$ cat src/rtl/ps2_pkg.sv
// Shared scan-code constants, FSM state encoding and byte classification
// for the PS/2 key event decoder.
package ps2_pkg;

  localparam logic [7:0] SC_EXT    = 8'hE0;
  localparam logic [7:0] SC_BRK    = 8'hF0;
  localparam logic [7:0] SC_BAT    = 8'hAA;
  localparam logic [7:0] SC_ACK    = 8'hFA;
  localparam logic [7:0] SC_RESEND = 8'hFE;
  localparam logic [7:0] SC_ECHO   = 8'hEE;
  localparam logic [7:0] SC_ERR0   = 8'h00;
  localparam logic [7:0] SC_ERR1   = 8'hFF;

  typedef enum logic [1:0] {
    S_IDLE = 2'd0,
    S_POP  = 2'd1,
    S_WAIT = 2'd2
  } state_t;

  // Keyboard housekeeping replies that never belong to a key event.
  function automatic logic is_ignored(input logic [7:0] b);
    return (b == SC_BAT) || (b == SC_ACK) || (b == SC_RESEND) ||
           (b == SC_ECHO) || (b == SC_ERR0) || (b == SC_ERR1);
  endfunction

endpackage

$ cat src/rtl/ps2_prefix_tracker.sv
// Accumulates the E0/F0 prefixes of a set-2 scan sequence and flags the
// byte that completes a key event.
module ps2_prefix_tracker
  import ps2_pkg::*;
(
  input  logic       clk,
  input  logic       rst,
  input  logic       decode,
  input  logic [7:0] code,
  output logic       ext_pend,
  output logic       brk_pend,
  output logic       code_done
);

  assign code_done = decode && (code != SC_EXT) && (code != SC_BRK) && !is_ignored(code);

  // Prefixes stack in any order; any non-prefix byte consumes them.
  always_ff @(posedge clk or posedge rst) begin
    if (rst) begin
      ext_pend <= 1'b0;
      brk_pend <= 1'b0;
    end else if (decode) begin
      if (code == SC_EXT) begin
        ext_pend <= 1'b1;
      end else if (code == SC_BRK) begin
        brk_pend <= 1'b1;
      end else begin
        ext_pend <= 1'b0;
        brk_pend <= 1'b0;
      end
    end
  end

endmodule

$ cat src/rtl/ps2_key_event_decoder.sv
// Pops scan-code bytes from the PS/2 receive FIFO and turns them into key
// events with held-key tracking, a press counter and a sticky overflow flag.
module ps2_key_event_decoder
  import ps2_pkg::*;
#(
  parameter int CNT_W        = 8,
  parameter int COUNT_REPEAT = 0
) (
  input  logic             clk,
  input  logic             rst,
  input  logic [7:0]       fifo_data,
  input  logic             fifo_ready,
  input  logic             fifo_overflow,
  output logic             nextdata_n,
  output logic             key_valid,
  output logic [7:0]       key_code,
  output logic             key_ext,
  output logic             key_release,
  output logic             key_repeat,
  output logic             held,
  output logic [7:0]       held_code,
  output logic             held_ext,
  output logic [CNT_W-1:0] press_count,
  output logic             err
);

  localparam logic [CNT_W-1:0] CNT_ONE = {{(CNT_W-1){1'b0}}, 1'b1};

  state_t     state;
  logic [7:0] byte_q;
  logic       ext_pend;
  logic       brk_pend;
  logic       code_done;
  logic       same_key;

  ps2_prefix_tracker u_prefix (
    .clk       (clk),
    .rst       (rst),
    .decode    (state == S_POP),
    .code      (byte_q),
    .ext_pend  (ext_pend),
    .brk_pend  (brk_pend),
    .code_done (code_done)
  );

  assign same_key = held && (held_ext == ext_pend) && (held_code == byte_q);

  // Pop handshake, event decode and held-key bookkeeping in one place so
  // every output is registered and changes on the S_POP -> S_WAIT edge.
  always_ff @(posedge clk or posedge rst) begin
    if (rst) begin
      state       <= S_IDLE;
      byte_q      <= 8'h00;
      nextdata_n  <= 1'b1;
      key_valid   <= 1'b0;
      key_code    <= 8'h00;
      key_ext     <= 1'b0;
      key_release <= 1'b0;
      key_repeat  <= 1'b0;
      held        <= 1'b0;
      held_code   <= 8'h00;
      held_ext    <= 1'b0;
      press_count <= '0;
      err         <= 1'b0;
    end else begin
      key_valid <= 1'b0;
      if (fifo_overflow) begin
        err <= 1'b1;
      end
      case (state)
        S_IDLE: begin
          nextdata_n <= 1'b1;
          if (fifo_ready) begin
            byte_q     <= fifo_data;
            nextdata_n <= 1'b0;
            state      <= S_POP;
          end
        end
        S_POP: begin
          nextdata_n <= 1'b1;
          state      <= S_WAIT;
          if (code_done) begin
            key_valid   <= 1'b1;
            key_code    <= byte_q;
            key_ext     <= ext_pend;
            key_release <= brk_pend;
            key_repeat  <= !brk_pend && same_key;
            if (!brk_pend) begin
              if (same_key) begin
                if (COUNT_REPEAT != 0) begin
                  press_count <= press_count + CNT_ONE;
                end
              end else begin
                held        <= 1'b1;
                held_code   <= byte_q;
                held_ext    <= ext_pend;
                press_count <= press_count + CNT_ONE;
              end
            end else if (same_key) begin
              held <= 1'b0;
            end
          end
        end
        S_WAIT: begin
          nextdata_n <= 1'b1;
          state      <= S_IDLE;
        end
        default: begin
          nextdata_n <= 1'b1;
          state      <= S_IDLE;
        end
      endcase
    end
  end

endmodule

$ cat config.mk
export PLATFORM = sky130hd
export DESIGN_NAME = ps2_key_event_decoder
export DESIGN_NICKNAME = d
export VERILOG_FILES = /design/src/rtl/ps2_pkg.sv /design/src/rtl/ps2_prefix_tracker.sv /design/src/rtl/ps2_key_event_decoder.sv
export SDC_FILE = /design/constraint.sdc
export NUM_CORES = 1
export LEC_CHECK = 0
export ABC_AREA = 1
export CAP_MARGIN = 20
export CORE_MARGIN = 2
export CORE_UTILIZATION = 30
export CTS_CLUSTER_DIAMETER = 50
export CTS_CLUSTER_SIZE = 16
export DETAILED_ROUTE_END_ITERATION = 10
export HOLD_SLACK_MARGIN = 0.03
export PLACE_DENSITY_LB_ADDON = 0.08
export RECOVER_POWER = 25
export SYNTH_ARGS = -nofsm -noshare
export SYNTH_HDL_FRONTEND = slang
export SYNTH_HIERARCHICAL = 1
export SYNTH_SLANG_ARGS = --single-unit
export TNS_END_PERCENT = 10
$ cat constraint.sdc
create_clock -name clk -period 1.7 [get_ports clk]
set_clock_uncertainty 0.15 [all_clocks]
set_input_delay 0.255 -clock clk [delete_from_list [all_inputs] [get_ports clk]]
set_output_delay 0.255 -clock clk [all_outputs]
set_load 0.005 [all_outputs]
==> impl_metrics.toml <==
[layout]
fillerInstances = 704
num-nets-final = 381
fin_util_pct = 46.7
design_area_sq_mm = 0.00321
syn_to_final_growth_pct = 49.6
multiInputGateArea_sq_um = 892
diodes = 0
regArea_sq_mm = 0.00112
drive_gt1_share_pct = 28.9

[run_status]
status = "finished, violations left"
violations = "setup timing"

[critical_path]
cp_max_fo = 6
crit_arrival_ns = 1.92
crit_chain = "nand2_1, inv_1, nand3_1, nor2_1, nor2_2, nand2_1, nor2_2, nand3_4, nor2_8, buf_4, nand2_1, o21ai_0"
crit_slowest_cell = "dfrtp_2"
crit_top_cell = "nand2_1"
r2r-end = "held_code[6]"
max_stage_delay_ns = 0.46
crit_required_ns = 1.76
regToRegSetupSlack_ns = -0.16
reg2reg_from = "byte_q[3]"
crit_type = "reg -> reg"
critPathCaptureType = "register"
r2r_cells = 12
cp-start-kind = "register"

[yosys]
async_flop_share_pct = 100
yosys.area.top_type_share_pct = 50.2
seq_area_frac_synth_pct = 51.4
synth_fp_nets = 283
netlist_instances = 268
ys_types = 24
synth_edf_count = 0
synth_common_cells = "94 x nand2_1, 43 x dfrtp_1, 32 x inv_1"
synth-seq-cells = 44
synthMostInstantiatedCell = "nand2_1"
ys_warn_count = 6
synth-main-ff-cell = "dfrtp_1"
synthTopCellsByArea = "dfrtp_1 50%, nand2_1 16%, o21ai_0 6.1%, inv_1 5.6%, nor2_1 4.6%"
synth.avg_cell_area_sq_um = 8.00
netlist_area_sq_mm = 0.00214
yosys.area.top_type = "dfrtp_1"

[placed_design]
place_congestion = 0.819
detailed_place.area_sq_mm = 0.00302
place_hpwl_microns = 4080
port_buffers = 43

[die]
rows = 30
dieArea_sq_mm = 0.00784
io_pins = 44
coreArea_sq_mm = 0.00687
fp.dieW_microns = 88.5
initial_utilization_pct = 31.2
die_h_microns = 88.5

[timing]
worst_slew_margin_rel_pct = 66.1
post-route-period-util_pct = 109
slew_viol_final = 0
fin_tns_setup_ns = -2.71
finalSetupViolCount = 30
fin_ws_ns = -0.155
fin_crit_ns = 1.86
tightest_slew_ns = 0.508
fmax_ghz = 0.539
rsz0062_at_grt = "yes"
hold_viol_final = 0

[routing]
via_per_inst = 4.19
drcViolationCount = 0
dr_total_vias = 1938
ant_nets = 0
wl_microns = 5420
first_pass_iters = 4
routedWlPerCell_microns = 11.7
first_iter_violations = 63

[clock_tree]
clk_latency_ns = 0.29
htreeDepth = 2
cts_buffers = 5
cts_max_path_buffers = 2
path_clk_slew_ns = 0.08
cts-root-buf = "clkbuf_8"
cts_sinks = 44
cts_tree = "yes"

[worst_hold_path]
min_to = "err"
holdPathStages = 1
hp-start = "err"
hp-class = "reg -> reg"

[grt]
grt_pass1_vias = 1841
grt_max_degree = 22
antenna_found_initial = 0
grt_usage_pct = 15.1
overflow = 0
grt_pass1_wl_microns = 9010

[pwr]
power_density_mw_per_mm2 = 1350
p_total_w = 0.00434
p_leak_nw = 1.58
peakVddDrop_v = 0.000521

[run]
maxCapViolCount = 0
==> worst max-delay path by stage <==
| stage | from | slack [ns] | cells after the start | endpoint |
|---|---|---|---|---|
| after floorplan | byte_q[4] | 0.00005 | 11 | held_code[4] |
| after global placement | byte_q[4] | -0.24 | 11 | held_code[7] |
| after detailed placement | byte_q[4] | -0.26 | 11 | held_code[0] |
| after CTS | byte_q[7] | -0.15 | 11 | held_code[7] |
| after global routing | byte_q[3] | -0.28 | 12 | held_code[6] |
| final | byte_q[3] | -0.16 | 12 | held_code[6] |
==> stage by stage <==
stage / setup slack, ns / hold slack [ns] / cells
after detailed placement: -0.260 / 0.310 / 447
final: -0.155 / 0.320 / 463
after floorplan: 0.0000516 / -0.154 / 268
after global placement: -0.241 / 0.306 / 447
after CTS: -0.152 / 0.328 / 460
after global routing: -0.278 / 0.342 / 463
==> routing by layer <==
metal	share of wire, %	up-vias	global-route usage, %
met2	45	35	23.1
li1	-	1019	-
met1	51	879	22.1
met4	1.0	0	4.68
met5	0	-	0
met3	2.8	5	2.24
==> cells by family after synthesis <==
family	count (synthesis)	synth area share (%)
simple gates	144	29.1
flops	44	51.4
buf+inv	41	8.35
compound gates	31	7.36
xor+xnor	5	2.04
fa+ha+maj	3	1.75
==> flip-flops by register name, indices dropped and copies added (netlist names) <==
| signal | cells |
|---|---|
| u_prefix/ext_pend | 1 |
| key_valid | 1 |
| u_prefix/brk_pend | 1 |
| nextdata_n | 1 |
| key_repeat | 1 |
| key_code | 8 |
| held_code | 8 |
| err | 1 |
| press_count | 8 |
| byte_q | 8 |
| held | 1 |
| key_ext | 1 |
| key_release | 1 |
| held_ext | 1 |
| state | 2 |
==> power breakdown <==
part / leakage [nW] / switching, W / internal [W]
sequential: 0.545 / 0.000307 / 0.00138
combinational: 0.976 / 0.000774 / 0.00108
clock: 0.0552 / 0.000353 / 0.000436
total: 1.58 / 0.00143 / 0.00290
==> area by class of cell <==
type	count	area share, %
multi-input combinational	184	27.8
inverter	36	4.45
clock inverter	2	1.09
timing repair buffer	95	25.8
tap	96	3.75
sequential	44	34.8
clock buffer	6	2.26
==> cell usage in the layout, fill, tap and decap left out, types with 2 or more instances in the layout <==
cell type	netlist	final
nor2_1	26	24
nor2_2	7	9
o21ai_1	2	3
inv_2	4	8
a21oi_1	2	2
clkdlybuf4s50_1	0	30
nand3_1	8	8
buf_6	3	4
inv_1	32	25
buf_4	0	46
dfrtp_2	0	11
dlygate4sd3_1	0	2
ha_1	3	2
o21ai_0	26	25
clkbuf_4	0	7
clkbuf_8	0	5
nand2_1	94	91
clkbuf_1	0	2
dfrtp_1	43	32
xnor2_1	3	3
xor2_1	2	2
nand2_2	0	3
clkdlybuf4s25_1	0	2
nand4_1	4	4
==> worst max-delay path: cells and delay by family (launching register included) <==
family,cells,cell delay (ns)
and+or+nand+nor,9,0.87
DFF,1,0.46
buffers and inverters,2,0.23
AOI/OAI and AO/OA,1,0.07
==> timing repair <==
item / 4_1_cts / 5_1_grt
setup endpoints to repair: 37 / 39
resized for setup: 21 / 22
endpoints found under the hold margin: 2 / 0
gates cloned: 1 / 0
setup buffers: 3 / 3
hold buffers: 1 / 0
pin swaps: 5 / 2
Note: power is estimated with default switching activity, not from simulation.
